==> src/rtl/prog_clk_div_pkg.sv <==
// Shared constants and helpers for the programmable clock/strobe divider.
package clk_div_pkg;

    // Default geometry of the divider bank.
    localparam int DEF_N_CH     = 4;
    localparam int DEF_CNT_W    = 16;
    localparam int DEF_DIV_INIT = 7;

    // Smallest divisor that still produces a distinct high and low phase.
    localparam int MIN_DIV = 2;

    // Channel-select width; a single-channel bank still gets a 1-bit select.
    function automatic int ch_w(input int n);
        return (n > 1) ? $clog2(n) : 1;
    endfunction

    // High-phase length ceil(d/2). Written without d+1 so the all-ones
    // divisor does not overflow.
    function automatic logic [31:0] ceil_half(input logic [31:0] d);
        return (d >> 1) + {31'd0, d[0]};
    endfunction

endpackage

==> src/rtl/prog_clk_div_if.sv <==
// Control/status bundle of the divider bank: enables and divisor writes in,
// divided clocks, period ticks and the write-reject pulse out.
interface prog_clk_div_if
    import clk_div_pkg::*;
#(
    parameter int N_CH  = DEF_N_CH,
    parameter int CNT_W = DEF_CNT_W,
    parameter int CH_W  = ch_w(N_CH)
);
    logic [N_CH-1:0]  i_en;
    logic             i_div_we;
    logic [CH_W-1:0]  i_div_ch;
    logic [CNT_W-1:0] i_div_val;
    logic [N_CH-1:0]  o_clk;
    logic [N_CH-1:0]  o_tick;
    logic             o_err;

    // Controller side: drives enables and writes, watches the outputs.
    modport master (
        output i_en, i_div_we, i_div_ch, i_div_val,
        input  o_clk, o_tick, o_err
    );

    // Divider side.
    modport slave (
        input  i_en, i_div_we, i_div_ch, i_div_val,
        output o_clk, o_tick, o_err
    );
endinterface

==> src/rtl/prog_clk_div_ch.sv <==
// One divider channel: period counter, active and pending divisor, and the
// registered divided clock / period tick. A new divisor is only adopted at a
// period boundary or while the channel is stopped, so no runt pulses occur.
module clk_div_ch
    import clk_div_pkg::*;
#(
    parameter int CNT_W    = DEF_CNT_W,
    parameter int DIV_INIT = DEF_DIV_INIT
) (
    input  logic             i_clk,
    input  logic             i_rst,
    input  logic             i_en,
    input  logic             i_wr,
    input  logic [CNT_W-1:0] i_val,
    output logic             o_clk,
    output logic             o_tick
);
    logic [CNT_W-1:0] cnt;
    logic [CNT_W-1:0] div;
    logic [CNT_W-1:0] pend_div;
    logic             pend;
    logic             run;

    logic             wrap;
    logic [CNT_W-1:0] div_n;
    logic [CNT_W-1:0] cnt_n;
    logic [CNT_W-1:0] high_n;

    // Last cycle of the current period; compared with >= so a counter can
    // never run past the divisor.
    assign wrap   = run && (cnt >= div - CNT_W'(1));
    // The pending divisor is adopted exactly when the period wraps.
    assign div_n  = (wrap && pend) ? pend_div : div;
    // A stopped channel restarts at the top of a fresh period.
    assign cnt_n  = (!run || wrap) ? '0 : cnt + CNT_W'(1);
    assign high_n = CNT_W'(ceil_half(32'(div_n)));

    // Counter, divisor bookkeeping and registered outputs.
    always_ff @(posedge i_clk) begin
        // NOTE: state registers use non-blocking assignments so every read
        // in this block sees the pre-edge value, independent of statement order.
        if (i_rst) begin
            cnt      <= '0;
            div      <= CNT_W'(DIV_INIT);
            pend_div <= '0;
            pend     <= 1'b0;
            run      <= 1'b0;
            o_clk    <= 1'b0;
            o_tick   <= 1'b0;
        end else begin
            if (!i_en) begin
                run    <= 1'b0;
                cnt    <= '0;
                o_clk  <= 1'b0;
                o_tick <= 1'b0;
                if (pend) begin
                    div  <= pend_div;
                    pend <= 1'b0;
                end
            end else begin
                run    <= 1'b1;
                cnt    <= cnt_n;
                div    <= div_n;
                o_clk  <= (cnt_n < high_n);
                o_tick <= (cnt_n == '0);
                if (wrap) begin
                    pend <= 1'b0;
                end
            end
            // NOTE: placed after the consume logic so a write landing on the
            // wrap edge re-arms the pending flag; the wrap itself used the
            // value registered before this edge.
            if (i_wr) begin
                pend_div <= i_val;
                pend     <= 1'b1;
            end
        end
    end
endmodule

==> src/rtl/prog_clk_div.sv <==
// Multi-channel runtime-programmable clock/strobe divider. Decodes divisor
// writes, rejects illegal ones with a one-cycle error pulse, and runs one
// independent divider per channel.
module prog_clk_div
    import clk_div_pkg::*;
#(
    parameter int N_CH     = DEF_N_CH,
    parameter int CNT_W    = DEF_CNT_W,
    parameter int DIV_INIT = DEF_DIV_INIT
) (
    input  logic         i_clk,
    input  logic         i_rst,
    prog_clk_div_if.slave bus
);
    localparam int CH_W = ch_w(N_CH);

    logic            val_ok;
    logic            ch_ok;
    logic [N_CH-1:0] clk_vec;
    logic [N_CH-1:0] tick_vec;

    // A divisor below MIN_DIV has no low phase; a channel index past the
    // bank (possible when N_CH is not a power of two) addresses nothing.
    assign val_ok = (bus.i_div_val >= CNT_W'(MIN_DIV));
    assign ch_ok  = (32'(bus.i_div_ch) < 32'(N_CH));

    // Rejected-write pulse, registered one cycle after the write strobe.
    always_ff @(posedge i_clk) begin
        if (i_rst) begin
            bus.o_err <= 1'b0;
        end else begin
            bus.o_err <= bus.i_div_we && !(val_ok && ch_ok);
        end
    end

    for (genvar k = 0; k < N_CH; k++) begin : g_ch
        logic wr;

        assign wr = bus.i_div_we && val_ok && ch_ok &&
                    (bus.i_div_ch == CH_W'(k));

        clk_div_ch #(
            .CNT_W    (CNT_W),
            .DIV_INIT (DIV_INIT)
        ) u_ch (
            .i_clk  (i_clk),
            .i_rst  (i_rst),
            .i_en   (bus.i_en[k]),
            .i_wr   (wr),
            .i_val  (bus.i_div_val),
            .o_clk  (clk_vec[k]),
            .o_tick (tick_vec[k])
        );
    end

    assign bus.o_clk  = clk_vec;
    assign bus.o_tick = tick_vec;
endmodule
==> src/flat_wrapper.sv <==
// flat-port wrapper written by rule: the top's interface ports become plain ports
module prog_clk_div_flat import clk_div_pkg::*;
#(
    parameter int N_CH     = DEF_N_CH,
    parameter int CNT_W    = DEF_CNT_W,
    parameter int DIV_INIT = DEF_DIV_INIT
)
  (i_clk, i_rst, bus_i_en, bus_i_div_we, bus_i_div_ch, bus_i_div_val, bus_o_clk, bus_o_tick, bus_o_err);
  prog_clk_div_if #(.N_CH(N_CH), .CNT_W(CNT_W)) bus_i ();
  input  logic i_clk;
  input  logic i_rst;
  input wire logic [$bits(bus_i.i_en)-1:0] bus_i_en;
  input wire logic [$bits(bus_i.i_div_we)-1:0] bus_i_div_we;
  input wire logic [$bits(bus_i.i_div_ch)-1:0] bus_i_div_ch;
  input wire logic [$bits(bus_i.i_div_val)-1:0] bus_i_div_val;
  output wire logic [$bits(bus_i.o_clk)-1:0] bus_o_clk;
  output wire logic [$bits(bus_i.o_tick)-1:0] bus_o_tick;
  output wire logic [$bits(bus_i.o_err)-1:0] bus_o_err;
  assign bus_i.i_en = bus_i_en;
  assign bus_i.i_div_we = bus_i_div_we;
  assign bus_i.i_div_ch = bus_i_div_ch;
  assign bus_i.i_div_val = bus_i_div_val;
  assign bus_o_clk = bus_i.o_clk;
  assign bus_o_tick = bus_i.o_tick;
  assign bus_o_err = bus_i.o_err;
  prog_clk_div #(.N_CH(N_CH), .CNT_W(CNT_W), .DIV_INIT(DIV_INIT)) u_core (.i_clk(i_clk), .i_rst(i_rst), .bus(bus_i));
endmodule
==> config.mk <==
export PLATFORM = sky130hd
export DESIGN_NAME = prog_clk_div_flat
export DESIGN_NICKNAME = d
export VERILOG_FILES = /design/src/rtl/prog_clk_div_pkg.sv /design/src/rtl/prog_clk_div_if.sv /design/src/rtl/prog_clk_div_ch.sv /design/src/rtl/prog_clk_div.sv /design/src/flat_wrapper.sv
export SDC_FILE = /design/constraint.sdc
export NUM_CORES = 1
export LEC_CHECK = 0
export CAP_MARGIN = 20
export CORE_MARGIN = 4
export CORE_UTILIZATION = 55
export CTS_BUF_LIST = sky130_fd_sc_hd__clkbuf_4 sky130_fd_sc_hd__clkbuf_8
export CTS_CLUSTER_SIZE = 14
export DETAILED_ROUTE_END_ITERATION = 8
export PLACE_DENSITY_LB_ADDON = 0.05
export SETUP_SLACK_MARGIN = 0.3
export SLEW_MARGIN = 20
export SYNTH_ARGS = -nofsm -noshare
export SYNTH_HDL_FRONTEND = slang
export SYNTH_SLANG_ARGS = --single-unit
==> constraint.sdc <==
create_clock -name i_clk -period 5.25 [get_ports i_clk]
set_input_delay 0.525 -clock i_clk [delete_from_list [all_inputs] [get_ports i_clk]]
set_output_delay 0.525 -clock i_clk [all_outputs]
set_load 0.01 [all_outputs]
# [Yosys cells after proc, flatten, opt, wreduce, memory -nomap -nowiden]
# Cells that the tools add are included.
[classes] n_addsub=12 magnitude_cmp=9 eq_ne=7 mux=32 bitwise_logic=4 n_reduce_logical=36
[ops] op="$mux W16" count=16
[ops] op="$add A15 B1 Y16" count=4
[ops] op="$add A16 B1 Y16 const B" count=4
[ops] op="$ge A16 B16 Y1" count=4
[ops] op="$logic_not A16 Y1" count=4
[ops] op="$lt A16 B16 Y1" count=4
[ops] op="$sub A16 B1 Y16 const B" count=4
[ops] op="$ge A16 B2 Y1 const B" count=1
[ops] op="$mux W1" count=16
[ops] op="$logic_and A1 B1 Y1" count=14
[ops] op="$ne A3 B1 Y1 const B" count=4
[ops] op="$reduce_bool A2 Y1" count=4
[ops] op="$reduce_or A2 Y1" count=4
[ops] op="$logic_not A1 Y1" count=5
[ops] op="$eq A2 B2 Y1 const B" count=2
[ops] op="$logic_or A1 B1 Y1" count=4
[ops] op="$not A1 Y1" count=4
[ops] op="$eq A2 B1 Y1 const B" count=1
[ops] op="$logic_not A2 Y1" count=1
[totals] register_bits=209 in_bits=25 out_inout_bits=9 elab_cells=129

# [Logic depth before layout (Yosys ltp)]
[depth] word_depth=7 ltp_mapped=34 mapped_depth_nobuf=31

# [Modules after synthesis]
# Synthesis repeated with hierarchy kept, for this count alone.
[hier_totals] cells_unflattened=1900 area_unflattened_um2=15492.4
[modules_own_cells] mod="clk_div_ch at u_core.g_ch[0].u_ch ..." n_inst=2 cells_each=485 area_per_inst_um2=3946.3 seq_area_each_um2=1041.0
[modules_own_cells] mod="clk_div_ch at u_core.g_ch[3].u_ch" n_inst=1 cells_each=463 area_per_inst_um2=3772.4 seq_area_each_um2=1041.0
[modules_own_cells] mod="clk_div_ch at u_core.g_ch[1].u_ch" n_inst=1 cells_each=455 area_per_inst_um2=3723.6 seq_area_each_um2=1041.0
[modules_own_cells] mod="prog_clk_div" n_inst=1 cells_each=12 area_per_inst_um2=103.8 seq_area_each_um2=20.0

# [Least setup slack after synthesis]
# No wires, ideal clock.
[synth_path] path_type="register to register" start="reg u_core.g_ch[0].u_ch.div[3]" end="reg u_core.g_ch[0].u_ch.o_clk" setup_ns=0.060 arrival_time_ns=5.698 required_time_ns=5.190 slack_ns=-0.508 path_stages_with_launch=33 path_buffers=3 period_less_slack_ns=5.758 path_cell_list="dfxtp_1 > clkbuf_1 > or3_1 > nor2_1 > nand3_1 > nor4_1 > xnor2_1 > ha_1 > nand4_1 > nor4_1 > a22oi_1 > a21boi_1 > and2_1 > clkbuf_1 > clkbuf_1 > nand2_1 > o21ai_0 > ha_1 > ha_1 > nand2_1 > or2_2 > nor2_1 > xnor2_1 > nor2_1 > a21oi_1 > ha_1 > a21o_1 > a21o_1 > a21o_1 > a21oi_1 > nor2b_1 > o21ai_0 > o311a_1"
[synth_between] elab_chain_cells=7 word_cells_on_any_way=9 classes_between="add/sub: 2; order compare: 2; mux: 2; reduce/logical: 3"
[synth_rtl] element="start: declaration" line_no="prog_clk_div_ch.sv:19" source="logic [CNT_W-1:0] div;"
[synth_rtl] element="start signal: assignment" line_no="prog_clk_div_ch.sv:44" source="div <= CNT_W'(DIV_INIT);"
[synth_rtl] element="start signal: assignment" line_no="prog_clk_div_ch.sv:57" source="div <= pend_div;"
[synth_rtl] element="start signal: assignment" line_no="prog_clk_div_ch.sv:63" source="div <= div_n;"
[synth_rtl] element="$sub A16 B1 Y16" line_no="prog_clk_div_ch.sv:31" source="assign wrap = run && (cnt >= div - CNT_W'(1));"
[synth_rtl] element="$ge A16 B16 Y1" line_no="prog_clk_div_ch.sv:31"
[synth_rtl] element="$logic_and A1 B1 Y1" line_no="prog_clk_div_ch.sv:31"
[synth_rtl] element="$logic_and A1 B1 Y1" line_no="prog_clk_div_ch.sv:33" source="assign div_n = (wrap && pend) ? pend_div : div;"
[synth_rtl] element="$mux W16" line_no="prog_clk_div_ch.sv:33"
[synth_rtl] element="$add A15 B1 Y16" line_no="prog_clk_div_pkg.sv:20" source="return (d >> 1) + {31'd0, d[0]};"
[synth_rtl] element="$lt A16 B16 Y1 (*)" line_no="prog_clk_div_ch.sv:64" source="o_clk <= (cnt_n < high_n);"
[synth_rtl] element="end signal: assignment" line_no="prog_clk_div_ch.sv:64"
[synth_rtl] element="end: declaration" line_no="prog_clk_div_ch.sv:15" source="output logic o_clk,"
# Every way passes the cells marked *; elsewhere a longest branch is shown, timed or not.
# A chain may end at the register's enable or synchronous reset.

# [Worst setup path after layout]
[layout_path] start="reg u_core.g_ch[3].u_ch.div[3]" end="reg u_core.g_ch[3].u_ch.o_clk"
[layout_between] elab_chain_cells=7 word_cells_on_any_way=9 classes_between="add/sub: 2; order compare: 2; mux: 2; reduce/logical: 3"
[layout_rtl] element="start: declaration" line_no="prog_clk_div_ch.sv:19"
[layout_rtl] element="start signal: assignment" line_no="prog_clk_div_ch.sv:44"
[layout_rtl] element="start signal: assignment" line_no="prog_clk_div_ch.sv:57"
[layout_rtl] element="start signal: assignment" line_no="prog_clk_div_ch.sv:63"
[layout_rtl] element="$sub A16 B1 Y16" line_no="prog_clk_div_ch.sv:31"
[layout_rtl] element="$ge A16 B16 Y1" line_no="prog_clk_div_ch.sv:31"
[layout_rtl] element="$logic_and A1 B1 Y1" line_no="prog_clk_div_ch.sv:31"
[layout_rtl] element="$logic_and A1 B1 Y1" line_no="prog_clk_div_ch.sv:33"
[layout_rtl] element="$mux W16" line_no="prog_clk_div_ch.sv:33"
[layout_rtl] element="$add A15 B1 Y16" line_no="prog_clk_div_pkg.sv:20"
[layout_rtl] element="$lt A16 B16 Y1 (*)" line_no="prog_clk_div_ch.sv:64"
[layout_rtl] element="end signal: assignment" line_no="prog_clk_div_ch.sv:64"
[layout_rtl] element="end: declaration" line_no="prog_clk_div_ch.sv:15"
# Marked as above.

==> results.cfg <==
[final_layout]
fin_nets = 2123
antenna_cells_inserted = 0
area_growth_pct = 20.9
drive_gt1_frac = 0.189
mostFrequentLayoutCells = nor2_1 (312), dfxtp_1 (201), buf_4 (160), mux2i_1 (132), ha_1 (127)
final_core_util = 0.681
final_common_cell = nor2_1

[logic_synthesis]
synth_area_per_cell_um2 = 8.08
syn-instance-count = 1826
yosys_warnings = 0
ys_seq_area_frac = 0.284
synth.cell_area_um2 = 14800
netlist-cell-type-count = 64
async_flop_share = 0
synth_fp_nets = 1991
synth_edf_count = 0
ys_ff_latch = 209
synth-main-ff-cell = dfxtp_1

[power_and_ir_drop]
p_leak_nw = 7.56
vdd_ir_drop_max_uv = 211
fin_total_pwr_mw = 3.52
p_per_area_nw_per_um2 = 197

[placed_design]
place.port_buffers = 33
place_congestion = 0.880
hpwl_um = 27900

[drt]
met2RoutedLength_um = 17700
vias_per_cell = 5.61
drtIter0Drc = 647
drcViolationCount = 0
ant_nets = 0
vias = 13003
routed_wl_um = 37600
firstDrtPassIters = 5
wire_per_inst_um = 16.2
wl_met3_um = 1650
highest_layer = met4
wl_met1_um = 17300

[setup_path]
crit_top_cell = buf_4
reg2reg_depth = 30
critPathRequiredTime_ps = 5670
worst_ep_arrival_time_ps = 5810
cp.depth = 30
crit_path_start_kind = register
crit_buf_inv = 4
rr_startpoint = u_core.g_ch[3].u_ch.div[3]$_SDFFE_PP0P_
crit_end = u_core.g_ch[3].u_ch.o_clk$_SDFF_PP0_
critPathMaxStageDelay_ps = 410
cp-end-kind = register
r2r_slack_ps = -140
critPathSlowestCell = or3_4
crit_path_max_fanout = 4
path_class = register to register
path_delay_family = simple AND/OR/NAND/NOR gates
timing.rr.end = u_core.g_ch[3].u_ch.o_clk$_SDFF_PP0_
crit_start = u_core.g_ch[3].u_ch.div[3]$_SDFFE_PP0P_

[cts]
cts_sinks = 209
clock-root-buffer = clkbuf_8
clockBufferDepth = 3
h-tree-depth = 2
cts_tree = built
clk_pin_slew_ps = 60
numCtsBuffers = 38
insertion_delay_ps = 540

[sta]
slew_violations = 0
worst_pin_slew_ps = 1020
fin_worst_skew_ps = 13.3
period_needed_ps = 5390
setup_ws_ps = -140
finalHoldViolCount = 0
rsz0062_at_grt = true
fmax_mhz = 186
finalSetupTns_ps = -225
finalCritPeriodShare = 1.03
slew_headroom = 0.321
setup_viol_count_final = 2

[global_routing]
grt_max_degree = 78
grt_use_total = 0.251
grt-ovfl-total = 0
antenna_found_initial = 0
grt_pass1_vias = 12655
grt_pass1_wl_um = 61600

[min_path]
min_delay_path_depth = 2
hold_class = primary input to register

[die]
fp.dieW_um = 172
start_util = 0.563
fp.dieH_um = 172
dieArea_um2 = 29500
ios = 34
rows = 59
core_area_um2 = 26200

[status]
violations = setup timing
status = finished with violations

[run]
drv_cap = 0
-- metrics by stage --
stage               setup slack (ps)  hold WS, ps  cell area (um2)  instances
floorplan                       84.2          449            15200       1826
global placement                -305          488            16300       2212
detailed placement              -347          492            16300       2212
CTS                             -209          322            17500       2305
global route                    -503          342            17800       2318
finish                          -140          348            17800       2318
-- synth_stat cells (all sizes together) (3+ instances only) --
master,instances,area [um2]
a21boi,3,22.5
o21a,7,52.6
nand4,49,307
mux2i,135,1360
nand2,117,439
nor4,19,119
nand3,90,450
a2111oi,4,60.1
ha,140,1750
a211o,8,70.1
and4,15,131
nor2,330,1240
inv,45,169
xnor2,113,990
dfxtp,209,4180
a21oi,66,330
or3,6,37.5
buf,34,200
o41ai,3,26.3
nor3,51,260
or4,4,30.0
o21ai,44,220
a21o,29,218
xor2,88,771
mux2,12,135
nor2b,11,68.8
clkbuf,72,270
nand2b,45,282
and2,9,56.3
nor3b,5,37.5
and3,23,144
a221oi,3,26.3
o211ai,6,45.0
a31oi,7,43.8
-- kinds of logic after synthesis --
group           after synthesis  share of synthesized area
buf+inv                     151                     0.0433
mux                         147                      0.102
compound gates              198                     0.0863
flops                       209                      0.284
simple gates                780                      0.247
fa+ha+maj                   140                      0.119
xor+xnor                    201                      0.119
-- flip-flops by register name (all words and copies together) (netlist names) --
name / cells
u_core.bus.o_err: 1
u_core.g_ch.u_ch.cnt: 64
u_core.g_ch.u_ch.div: 64
u_core.g_ch.u_ch.o_clk: 4
u_core.g_ch.u_ch.o_tick: 4
u_core.g_ch.u_ch.pend: 4
u_core.g_ch.u_ch.pend_div: 64
u_core.g_ch.u_ch.run: 4
-- final cells by class --
class                   count  area [um2]
clock buffers              56         733
clock inverters             9        50.0
fillers                  2248        8360
inverters                  45         171
multi-input cells        1466       10700
flip-flops and latches    209        4190
well taps                 335         419
repair buffers            198        1590
-- what timing repair did --
item	CTS	global route
gates resized for setup	48	69
setup endpoints to repair	4	4
pin swaps	67	84
hold buffers	0	0
setup buffers	28	13
-- worst register-to-register path, delay by kind of cell (launching register included) --
kind            cells  cell delay (ps)
compound gates      8             1270
fa+ha+maj           3              770
simple gates       12             1910
flops               1              330
buf+inv             4              500
mux                 2              380
xor+xnor            1              110
-- per-layer routing --
layer	vias to the layer above	track usage
met5	-	0
met4	0	0.0680
met3	67	0.0405
met2	245	0.423
met1	6104	0.336
li1	6587	-
-- worst min-delay path by stage --
stage	startpoint	endpoint
2_1_floorplan	u_core.g_ch[1].u_ch.cnt[0]$_SDFF_PP0_	u_core.g_ch[1].u_ch.cnt[0]$_SDFF_PP0_
3_3_place_gp	u_core.g_ch[2].u_ch.cnt[0]$_SDFF_PP0_	u_core.g_ch[2].u_ch.cnt[0]$_SDFF_PP0_
3_5_place_dp	u_core.g_ch[0].u_ch.cnt[0]$_SDFF_PP0_	u_core.g_ch[0].u_ch.cnt[0]$_SDFF_PP0_
4_1_cts	i_rst	u_core.g_ch[1].u_ch.div[4]$_SDFFE_PP0P_
5_1_grt	i_rst	u_core.g_ch[3].u_ch.pend_div[15]$_SDFFE_PP0P_
6_report	i_rst	u_core.g_ch[3].u_ch.pend_div[15]$_SDFFE_PP0P_
-- report_power, final --
group	total, mW	switching (mW)	leakage [nW]	internal (mW)
logic	0.277	0.150	5.46	0.127
registers	1.65	0.0349	1.69	1.62
clock network	1.59	0.699	0.415	0.893
Power figures use the tool's default switching activity.
